## config.mk

```make
export PLATFORM = sky130hd
export DESIGN_NAME = rs_command_debouncer
export DESIGN_NICKNAME = d
export VERILOG_FILES = /design/src/rtl/rs_command_debouncer_pkg.sv /design/src/rtl/rs_command_debouncer_debounce_channel.sv /design/src/rtl/rs_command_debouncer.sv
export SDC_FILE = /design/constraint.sdc
export NUM_CORES = 1
export LEC_CHECK = 0
export ABC_AREA = 1
export BUFFER_PORTS_ARGS = -buffer_cell sky130_fd_sc_hd__buf_2
export CORE_MARGIN = 5
export CORE_UTILIZATION = 63
export CTS_BUF_LIST = sky130_fd_sc_hd__clkbuf_4 sky130_fd_sc_hd__clkbuf_8
export DETAILED_ROUTE_END_ITERATION = 12
export PLACE_DENSITY = 0.87
export SYNTH_ARGS = -nofsm -noshare
export SYNTH_HDL_FRONTEND = slang
export SYNTH_SLANG_ARGS = --single-unit
```

## constraint.sdc

```tcl
create_clock -name CLK -period 1.84 [get_ports CLK]
set_clock_uncertainty 0.2 [all_clocks]
set_input_delay 0.092 -clock CLK [delete_from_list [all_inputs] [get_ports CLK]]
set_output_delay 0.092 -clock CLK [all_outputs]
set_load 0.1 [all_outputs]
```

## src/rtl/rs_command_debouncer_pkg.sv

```systemverilog
// Shared constants and helpers for the push-button command front-ends.
// Every button channel and the command arbiter import this package.
package rs_command_debouncer_pkg;

    localparam int unsigned DEFAULT_DEBOUNCE_CYCLES = 50000;
    localparam int unsigned DEFAULT_CNT_WIDTH       = 16;

    localparam logic SYNC_RESET_VAL = 1'b0;
    localparam logic DB_RESET_VAL   = 1'b0;
    localparam logic CMD_RESET_VAL  = 1'b0;

    typedef struct packed {
        logic s;
        logic r;
        logic conflict;
    } rs_cmd_t;

    localparam rs_cmd_t CMD_RESET = '{
        s:        CMD_RESET_VAL,
        r:        CMD_RESET_VAL,
        conflict: CMD_RESET_VAL
    };

    // Simultaneous requests are both dropped so the flip-flop never sees S=R=1.
    function automatic rs_cmd_t arbitrate(input logic set_req,
                                          input logic clr_req);
        rs_cmd_t cmd;
        cmd          = CMD_RESET;
        cmd.s        = set_req & ~clr_req;
        cmd.r        = clr_req & ~set_req;
        cmd.conflict = set_req & clr_req;
        return cmd;
    endfunction

endpackage

```

## src/rtl/rs_command_debouncer_debounce_channel.sv

```systemverilog
// One button front-end: two-flop synchronizer, stability counter,
// accepted level and a rising-edge request pulse.
module debounce_channel
    import rs_command_debouncer_pkg::*;
#(
    parameter int unsigned DEBOUNCE_CYCLES = DEFAULT_DEBOUNCE_CYCLES,
    parameter int unsigned CNT_WIDTH       = DEFAULT_CNT_WIDTH
) (
    input  logic clk_i,
    input  logic rst_i,
    input  logic btn_i,
    output logic req_o
);

    localparam logic [CNT_WIDTH-1:0] CNT_LAST =
        CNT_WIDTH'(DEBOUNCE_CYCLES - 1);
    localparam logic [CNT_WIDTH-1:0] CNT_ZERO = '0;

    logic                 sync1_q;
    logic                 sync2_q;
    logic                 db_q;
    logic                 db_d;
    logic                 db_dly_q;
    logic [CNT_WIDTH-1:0] cnt_q;
    logic [CNT_WIDTH-1:0] cnt_d;

    always_ff @(posedge clk_i) begin
        if (rst_i) begin
            sync1_q <= SYNC_RESET_VAL;
            sync2_q <= SYNC_RESET_VAL;
        end else begin
            sync1_q <= btn_i;
            sync2_q <= sync1_q;
        end
    end

    // Any sample matching the current level restarts the stability run.
    always_comb begin
        db_d  = db_q;
        cnt_d = CNT_ZERO;
        if (sync2_q != db_q) begin
            if (cnt_q == CNT_LAST) begin
                db_d  = sync2_q;
                cnt_d = CNT_ZERO;
            end else begin
                cnt_d = cnt_q + 1'b1;
            end
        end
    end

    always_ff @(posedge clk_i) begin
        if (rst_i) begin
            db_q     <= DB_RESET_VAL;
            db_dly_q <= DB_RESET_VAL;
            cnt_q    <= CNT_ZERO;
        end else begin
            db_q     <= db_d;
            db_dly_q <= db_q;
            cnt_q    <= cnt_d;
        end
    end

    assign req_o = db_q & ~db_dly_q;

endmodule

```

## src/rtl/rs_command_debouncer.sv

```systemverilog
// Debounces the set/clear buttons and issues mutually exclusive
// one-cycle S/R commands, flagging same-cycle collisions.
module rs_command_debouncer
    import rs_command_debouncer_pkg::*;
#(
    parameter int unsigned DEBOUNCE_CYCLES = DEFAULT_DEBOUNCE_CYCLES,
    parameter int unsigned CNT_WIDTH       = DEFAULT_CNT_WIDTH
) (
    input  logic CLK,
    input  logic RST,
    input  logic SET_BTN,
    input  logic CLR_BTN,
    output logic S,
    output logic R,
    output logic CONFLICT
);

    logic    set_req;
    logic    clr_req;
    rs_cmd_t cmd_d;
    rs_cmd_t cmd_q;

    debounce_channel #(
        .DEBOUNCE_CYCLES (DEBOUNCE_CYCLES),
        .CNT_WIDTH       (CNT_WIDTH)
    ) u_set_ch (
        .clk_i (CLK),
        .rst_i (RST),
        .btn_i (SET_BTN),
        .req_o (set_req)
    );

    debounce_channel #(
        .DEBOUNCE_CYCLES (DEBOUNCE_CYCLES),
        .CNT_WIDTH       (CNT_WIDTH)
    ) u_clr_ch (
        .clk_i (CLK),
        .rst_i (RST),
        .btn_i (CLR_BTN),
        .req_o (clr_req)
    );

    always_comb begin
        cmd_d = arbitrate(set_req, clr_req);
    end

    always_ff @(posedge CLK) begin
        if (RST) begin
            cmd_q <= CMD_RESET;
        end else begin
            cmd_q <= cmd_d;
        end
    end

    assign S        = cmd_q.s;
    assign R        = cmd_q.r;
    assign CONFLICT = cmd_q.conflict;

endmodule

```

# Yosys cells after proc, flatten, opt, wreduce, memory -nomap -nowiden
# Index checks and enable logic that the tools add are counted.
word_totals:
  inputBits: 4
  register_bits: 43
  elab_cells: 34
  out_inout_bits: 3
classes:
  add_sub_neg: 2
  n_bitwise: 11
  reduce_logical: 4
  eq_ne: 4
ops:
  columns: ["cell", "n"]
  rows:
  - ["$add A16 B1 Y16 const B", 2]
  - ["$eq A16 B16 Y1 const B", 2]
  - ["$not A1 Y1", 6]
  - ["$reduce_or A3 Y1", 2]
  - ["$and A1 B1 Y1", 5]
  - ["$reduce_and A2 Y1", 2]
  - ["$ne A1 B1 Y1", 2]

# Longest topological paths before layout
# Gate-level depths: netlist of the first run.
depth:
  word_depth: 4
  ltp_mapped: 8
  depth_no_buf: 7

# By module
# From an unflattened synthesis of the first run, not the netlist that was laid out.
unflattened:
  hier_cells: 294
  area_unflattened_um2: 2090.8
modules_own_cells:
  columns: ["mod", "seq_area_each_um2", "cells_per_inst", "instances", "area_per_inst_um2"]
  rows:
  - ["debounce_channel", 400.4, 142, 2, 1002.2]
  - ["rs_command_debouncer", 60.1, 10, 1, 86.3]

# Worst setup path before layout of the first run
# Ideal clock, no wire load.
synth_timing:
  kind: "reg2reg"
  startpoint: "reg u_set_ch.cnt_q[0]"
  endpoint: "reg u_set_ch.cnt_q[10]"
  required_ns: 1.526
  arrival_time_ns: 1.147
  slack_ns: 0.379
  path_stages_with_launch: 8
  n_path_buf: 1
  period_less_slack_ns: 1.461
  setup_time_ns: 0.114
  cell_sequence: "dfxtp_1 -> ha_1 -> nand3_2 -> nor2_2 -> nand2_1 -> nand2_2 -> buf_6 -> nor2_1"
synth_between:
  elab_chain_len: 2
  word_cells_on_any_way: 3
  classes_between: "1 x add/sub; 1 x eq/ne; 1 x reduce/logical"
synth_lines:
  columns: ["element", "line_no", "source"]
  rows:
  - ["start, declared", "rs_command_debouncer_debounce_channel.sv:24", "logic [CNT_WIDTH-1:0] cnt_q;"]
  - ["start signal, assigned", "rs_command_debouncer_debounce_channel.sv:59", "cnt_q <= cnt_d;"]
  - ["parallel branches: the longest is 2 deep, another holds $add A16 B1 Y16", null, null]
# Several ways; the timed one is not identified.
# A chain may end at the register's enable or synchronous reset.

# Worst setup path after layout of the first run
layout_timing:
  startpoint: "reg u_set_ch.cnt_q[0]"
  endpoint: "reg u_set_ch.cnt_q[5]"
# The elaborated chain is that of the path after synthesis.

==> out/metrics.yaml, run 1 <==
ios: 7
switchingPower_mw: 0.358
numCtsBuffers: 5
cp-end-kind: "flip-flop"
critPathMaxFanout: 16
final_common_cell: "nor2_1"
cp_data_arrival_time_ns: 1.71
setup_violations: 0
synth_area_per_cell_sq_um: 7.24
cap_violations: 0
cts_htree_levels: 2
ant_nets: 0
swShare_pct: 24.5
p_comb_share_pct: 2.2
nets: 298
final-max-slew-violation-count: 0
synthCells: 277
ys_seq_elements: 43
wl_per_cell_um: 11.1
yosys_warnings: 0
ys_dominant_reg_cell: "dfxtp_1"
rsz0062_at_grt: "false"
netlist.area_leader.share_pct: 42.9
final_cell_mix: "62 x nor2_1, 57 x nand2_1, 43 x dfxtp_1"
seq_area_frac_synth_pct: 42.9
dieArea_sq_um: 4410
insertion_delay_ns: 0.38
synth-edff-count: 0
die_h_um: 66.4
place_area_sq_um: 2060
finalInstanceArea_sq_um: 2170
finalHoldViolations: 0
crit_end: "u_set_ch.cnt_q[5]"
finalSetupTns_ns: 0
chipWidth_um: 66.4
diodes: 0
antenna_found_initial: 0
regToRegSetupSlack_ns: 0.18
power_density_nw_per_um2: 673
critPathLaunch: "u_set_ch.cnt_q[0]"
post_cts_buffers: 0
path_clk_slew_ns: 0.14
relSlewSlack_pct: 67.5
r2r_start: "u_set_ch.cnt_q[0]"
row_count: 20
drive_gt1_share_pct: 12.3
area_delta_synth_final_pct: 8.43
p_clk_share_pct: 33.5
clock-sinks: 43
total_power_mw: 1.46
place_hpwl_um: 2660
status: "completed"
track_usage_pct: 20.5
grt_remaining_overflow: 0
critPathKind: "reg2reg"
ys_async_sr_fraction_pct: 0
ir_drop_mv: 0.627
viasPerCell: 5.03
synth_area_sq_um: 2000
power_frac_seq_pct: 64.2
p_leak_nw: 0.721
portBuffers: 6
r2r.worst_path.cells: 6
cts_max_path_buffers: 2
syn_nets: 283
grt_pass1_wl_um: 6830
num_vias: 1696
grt_max_degree: 17
tightest_slew_ns: 0.490
synth.area.top_cells: "dfxtp_1 43%, nor2_1 12%, nand2_1 11%, inv_1 5.4%, a21oi_1 3.5%"
reg2reg_to: "u_set_ch.cnt_q[5]"
layout_min_cycle_time_ns: 1.66
p_int_mw: 1.10
grt_pass1_vias: 1523
cts_root_buf: "clkbuf_4"
ys_types: 28
drc: 0
nFillCells: 242
drtIter0Drc: 67
yosysTopAreaCell: "dfxtp_1"
tritoncts: "built"
gp_congestion: 0.872
core_sq_um: 3050
period_share_pct: 90.0
first_pass_iters: 6
hold_path_class: "reg2reg"
start_kind: "flip-flop"
routed_wl_um: 3740
initial_utilization_pct: 65.7
crit_required_ns: 1.89
reg_top3: "u_clr_ch.cnt_q (16), u_set_ch.cnt_q (16)"
fmax_mhz: 604
==> power groups by stage <==
stage / Sequential, mW / Combinational (mW) / Clock, mW
5_1_grt: 0.940 / 0.0373 / 0.552
4_1_cts: 0.939 / 0.0319 / 0.499
2_1_floorplan: 0.959 / 0.0202 / 0
3_5_place_dp: 0.959 / 0.0239 / 0
3_3_place_gp: 0.959 / 0.0229 / 0
6_report: 0.939 / 0.0328 / 0.490
==> layout make-up <==
type / instances / area (sq um) / area share (%)
well taps: 44 / 55.1 / 2.53
repair buffers: 11 / 80.1 / 3.68
clock buffers: 5 / 37.5 / 1.73
clock inverters: 3 / 23.8 / 1.09
inverters: 32 / 120 / 5.53
flip-flops and latches: 43 / 861 / 39.6
multi-input cells: 199 / 996 / 45.8
==> worst max-delay path, cell delays in order, from the launching register on <==
cell     delay [ns]
dfxtp_1        0.39
ha_1           0.22
nand3_2        0.14
nor2_2         0.16
nand2_1        0.08
nand2_2        0.26
nor2_1         0.08
==> cell families (layout without fill, tap and decap cells) <==
| family | after synthesis | after routing | share of synthesized area, % |
|---|---|---|---|
| AO/OA/AOI/OAI | 21 | 21 | 5.87 |
| XOR/XNOR | 13 | 13 | 5.68 |
| adder cells (fa/ha/maj) | 2 | 2 | 1.25 |
| buffers and inverters | 35 | 51 | 7.37 |
| flip-flops | 43 | 43 | 42.9 |
| AND/OR/NAND/NOR | 163 | 163 | 36.9 |
==> worst min-delay path by stage <==
stage | slack, ns | depth (start not counted) | end | startpoint
after global routing | 0.24 | 2 | u_clr_ch.sync2_q | u_clr_ch.sync1_q
final | 0.21 | 2 | u_clr_ch.sync2_q | u_clr_ch.sync1_q
after global placement | 0.09 | 3 | u_clr_ch.sync1_q | CLR_BTN
after CTS | 0.22 | 2 | u_clr_ch.sync2_q | u_clr_ch.sync1_q
after floorplan | -0.001 | 2 | u_clr_ch.sync1_q | CLR_BTN
after detailed placement | 0.10 | 3 | u_set_ch.sync1_q | SET_BTN
==> through the flow <==
| stage | hold slack (ns) | instances | setup WS [ns] | util [%] |
|---|---|---|---|---|
| final | 0.214 | 337 | 0.183 | 71.2 |
| after global routing | 0.244 | 337 | 0.0340 | 71.2 |
| after CTS | 0.215 | 337 | 0.185 | 71.2 |
| after detailed placement | 0.102 | 324 | 0.218 | 67.5 |
| after global placement | 0.0917 | 324 | 0.296 | 67.5 |
| after floorplan | -0.00103 | 277 | 0.379 | - |
==> Yosys cell counts (all sizes together), types with 2 or more instances <==
cell / n
nor2: 69
o21ai: 3
nand4: 10
inv: 32
or2: 3
dfxtp: 43
a21oi: 16
ha: 2
buf: 3
nand2: 61
xnor2: 5
nand3: 18
xor2: 8
==> per-layer routing <==
layer  share of wire, %  track usage [%]  vias to the layer above
li1                   -                -                      897
met1                 48             26.5                      766
met2                 46             31.6                       26
met3                4.2             6.12                        7
met4                1.7             8.63                        0
met5                  0                0                        -
==> repair_timing <==
| item | in CTS | in global routing |
|---|---|---|
| endpoints found under the hold margin | 11 | 0 |
| hold buffers | 5 | 0 |
| gates resized for setup | 0 | 0 |
Note: power is estimated with default switching activity, not from simulation.
==> run 2, diff against run 1 <==
- CORE_ASPECT_RATIO: default -> 0.6
==> out/metrics.yaml, run 2 (same netlist as run 1, synthesis figures left out) <==
row_count: 15
rsz0062_at_grt: "false"
status: "completed"
first_pass_iters: 4
setup_violations: 0
dieArea_sq_um: 4450
routed_wl_um: 4200
gp_congestion: 0.868
num_vias: 1695
area_delta_synth_final_pct: 10.1
final-max-slew-violation-count: 0
post_cts_buffers: 0
clock-sinks: 43
use_met3_pct: 7.49
grtUsageMet2_pct: 30.5
finalHoldViolations: 0
final_common_cell: "nor2_1"
numCtsBuffers: 5
nets: 297
cap_violations: 0
period_share_pct: 91.4
critPathMaxFanout: 16
reg_top3: "u_clr_ch.cnt_q (16), u_set_ch.cnt_q (16)"
place_hpwl_um: 2810
initial_utilization_pct: 67.6
drive_gt1_share_pct: 12.0
cts_max_path_buffers: 2
ir_drop_mv: 0.487
fmax_mhz: 594
ant_nets: 0
layout_min_cycle_time_ns: 1.68
power_density_nw_per_um2: 774
cts_htree_levels: 2
cts_root_buf: "clkbuf_8"
path_clk_slew_ns: 0.08
grt_max_degree: 17
critPathKind: "reg2reg"
cp_data_arrival_time_ns: 1.67
die_h_um: 53.7
met1_usage_pct: 29.9
tightest_slew_ns: 0.484
insertion_delay_ns: 0.30
cp-end-kind: "flip-flop"
viasPerCell: 5.09
track_usage_pct: 21.9
grt_pass1_wl_um: 7400
post-place-ws_ns: 0.212
final_cell_mix: "62 x nor2_1, 57 x nand2_1, 43 x dfxtp_1"
p_leak_nw: 0.743
nFillCells: 224
gr-max-usage-layer: "met2"
drc: 0
hold_slack_ns: 0.219
crit_required_ns: 1.82
antenna_found_initial: 0
grt_pass1_vias: 1529
hold_path_class: "reg2reg"
grt_remaining_overflow: 0
diodes: 0
tritoncts: "built"
finalSetupTns_ns: 0
relSlewSlack_pct: 68.0
chipWidth_um: 82.8
portBuffers: 6
core_sq_um: 2970
ios: 7
drtIter0Drc: 161
start_kind: "flip-flop"
setup_ws_ns: 0.158
wl_per_cell_um: 12.6
total_power_mw: 1.71
[run 2: changes by cell type in the layout (fill, tap and decap cells not counted)]
cell,before,now
clkbuf_8,0,5
clkbuf_4,5,1
clkinvlp_4,2,0
bufinv_16,0,1
dlygate4sd3_1,5,4
inv_6,1,0
[run 2: cell type report]
cell class	instances	area [sq um]	area share, %
Multi-Input combinational cell	199	996	45.2
Inverter	32	120	5.45
Clock buffer	6	76.3	3.46
Sequential cell	43	861	39.0
Tap cell	42	52.6	2.38
Timing Repair Buffer	10	70.1	3.18
Clock inverter	1	30.0	1.36
[run 2: routing by layer]
layer,wire (um),share of wire (%),up-vias
li1,-,-,894
met1,2250,54,740
met2,1570,37,52
met3,288,6.9,9
met4,94,2.2,0
met5,0,0,-
[run 2: where the power goes]
| part | switching, mW | total, mW | internal (mW) |
|---|---|---|---|
| Clock | 0.324 | 0.736 | 0.413 |
| Combinational | 0.0194 | 0.0326 | 0.0132 |
| Sequential | 0.00281 | 0.938 | 0.935 |
| Total | 0.346 | 1.71 | 1.36 |
[run 2: final timing paths]
path	startpoint	endpoint	slack, ns	cells after the start
max	u_set_ch.cnt_q[0]	u_set_ch.cnt_q[10]	0.16	6
min	u_clr_ch.sync1_q	u_clr_ch.sync2_q	0.22	2
max reg2reg	u_set_ch.cnt_q[0]	u_set_ch.cnt_q[10]	0.16	6
min reg2reg	u_clr_ch.sync1_q	u_clr_ch.sync2_q	0.22	2
[run 2: worst max-delay path, cell delays in order, from the launching register on]
cell     delay, ns
dfxtp_1       0.36
ha_1          0.21
nand3_2       0.15
nor2_2        0.17
nand2_1       0.08
nand2_2       0.28
nor2_1        0.11
[run 2: per-stage QoR]
| step | util [%] | cell area [sq um] | cells |
|---|---|---|---|
| 2_1_floorplan | - | 2000 | 277 |
| 3_3_place_gp | 69.5 | 2060 | 322 |
| 3_5_place_dp | 69.5 | 2060 | 322 |
| 4_1_cts | 74.4 | 2210 | 333 |
| 5_1_grt | 74.4 | 2210 | 333 |
| 6_report | 74.4 | 2210 | 333 |
[run 2: repair_timing]
| action | CTS | global route |
|---|---|---|
| resized for setup | 0 | 0 |
| hold buffers | 4 | 0 |
| hold endpoints to repair | 11 | 0 |
==> run 3, diff against run 2 <==
- SYNTH_HIERARCHICAL: default -> 1
==> out/metrics.yaml, run 3 <==
synth_area_sq_um: 2090
syn_nets: 300
synth_compound_area_share_pct: 4.67
post_cts_resized: 0
synth_simple_gate_area_share_pct: 38.7
numCtsBuffers: 5
ys_dominant_reg_cell: "dfxtp_1"
ys_seq_elements: 43
synth_area_per_cell_sq_um: 7.11
reg_top3: "u_clr_ch/cnt_q (16), u_set_ch/cnt_q (16)"
insertion_delay_ns: 0.30
start_kind: "input port"
chipWidth_um: 84.4
grt_remaining_overflow: 0
hold_slack_ns: 0.220
row_count: 16
drc: 0
hold_path_class: "reg2reg"
diodes: 0
clock-sinks: 43
power_density_nw_per_um2: 745
seq_area_frac_synth_pct: 41.2
synthCells: 294
cts_max_path_buffers: 2
dieArea_sq_um: 4610
synth.area.top_cells: "dfxtp_1 41%, nand2_1 12%, nor2_1 8.8%, nor2_2 7.2%, inv_1 6.8%"
setup_violations: 0
ios: 7
grt_max_degree: 17
crit_required_ns: 1.88
gp_congestion: 0.872
initial_utilization_pct: 64.9
setup_ws_ns: 0.0748
grt_pass1_wl_um: 7880
tightest_slew_ns: 0.491
total_power_mw: 1.75
tritoncts: "built"
cts_root_buf: "clkbuf_8"
ys_async_sr_fraction_pct: 0
synthAdderAreaFrac_pct: 1.20
cp_data_arrival_time_ns: 1.80
path_clk_slew_ns: 0.08
post-place-ws_ns: 0.200
critPathKind: "in2reg"
antenna_found_initial: 0
cp-end-kind: "flip-flop"
num_vias: 1822
synth_mux_area_share_pct: 0
netlist.area_leader.share_pct: 41.2
fmax_mhz: 567
layout_min_cycle_time_ns: 1.77
ant_nets: 0
area_delta_synth_final_pct: 12.1
cap_violations: 0
ir_drop_mv: 0.529
viasPerCell: 5.09
yosysTopAreaCell: "dfxtp_1"
finalSetupTns_ns: 0
final_common_cell: "nand2_1"
multi_input_area_sq_um: 1040
critPathMaxFanout: 12
finalHoldViolations: 0
period_share_pct: 95.9
die_h_um: 54.6
nFillCells: 256
status: "completed"
wl_per_cell_um: 12.5
synthXorXnorAreaFrac_pct: 5.03
final-max-slew-violation-count: 0
drive_gt1_share_pct: 17.6
p_leak_nw: 0.852
synth-edff-count: 0
rsz0062_at_grt: "false"
synth_top_family_by_area: "simple AND/OR/NAND/NOR gates"
first_pass_iters: 6
final_cell_mix: "67 x nand2_1, 49 x nor2_1, 43 x dfxtp_1"
routed_wl_um: 4460
track_usage_pct: 22.8
grt_pass1_vias: 1668
final-seq-area_sq_um: 861
relSlewSlack_pct: 67.5
synthTopCellsByCount: "67 x nand2_1, 49 x nor2_1, 43 x dfxtp_1"
portBuffers: 6
yosys_warnings: 6
nets: 318
cts_htree_levels: 2
synth_most_common_cell: "nand2_1"
place_hpwl_um: 3050
core_sq_um: 3220
drtIter0Drc: 194
ys_types: 19
## run 3: cell count changes after synthesis, sizes merged
cell,change
a211oi,-1
buf,-1
nand2,+10
xnor2,-3
inv,+9
o21bai,-1
nor2,+4
o21ai,-1
or2,-1
xor2,+2
nor3,-1
and2,+1
## run 3: report_power, final
part / internal [mW] / switching, mW
Sequential: 0.935 / 0.00241
Combinational: 0.0188 / 0.0236
Clock: 0.439 / 0.327
## run 3: path summary, 6_finish.rpt
path | endpoint | slack, ns | from | depth (start not counted)
worst max register to register | u_clr_ch/cnt_q[13] | 0.17 | u_clr_ch/cnt_q[0] | 7
worst min-delay path | u_set_ch/sync2_q | 0.22 | u_set_ch/sync1_q | 2
worst max-delay path | u_clr_ch/cnt_q[13] | 0.07 | RST | 8
worst min register to register | u_set_ch/sync2_q | 0.22 | u_set_ch/sync1_q | 2
## run 3: cell families (layout without fill, tap and decap cells)
logic type,Yosys count,in the layout
AO/OA/AOI/OAI,18,18
XOR/XNOR,12,12
adder cells (fa/ha/maj),2,2
buffers and inverters,43,62
flip-flops,43,43
AND/OR/NAND/NOR,176,176
## run 3: worst max-delay path, cell delays in order
cell           delay (ns)
dlygate4sd3_1        0.55
buf_2                0.20
inv_1                0.10
o21ai_0              0.13
a21oi_1              0.27
nand2_2              0.17
buf_12               0.18
a21oi_1              0.10
## run 3: layout make-up
cell class / count / area share (%)
clock buffer: 6 / 3.52
clock inverter: 2 / 1.49
inverter: 41 / 6.56
multi-input combinational: 208 / 44.2
sequential: 43 / 36.7
tap: 45 / 2.40
timing repair buffer: 13 / 5.12
## run 3: what timing repair did
item | in CTS | in global routing
buffers inserted | 0 | 0
endpoints found under the hold margin | 10 | 0
hold buffers | 5 | 0
endpoints found under the setup margin | 0 | 0
## run 3: metrics by stage
stage          cells  cell area [sq um]  util [%]
2_1_floorplan    294               2090         -
3_3_place_gp     345               2180      67.5
3_5_place_dp     345               2180      67.5
4_1_cts          358               2340      72.7
5_1_grt          358               2340      72.7
6_report         358               2340      72.7
## run 3: routing by layer
metal | vias up | track usage [%] | routed length [um]
met5 | - | 0 | 0
met4 | 0 | 6.58 | 25
met3 | 2 | 8.42 | 322
met2 | 60 | 34.6 | 1860
met1 | 821 | 30.7 | 2260
li1 | 939 | - | -
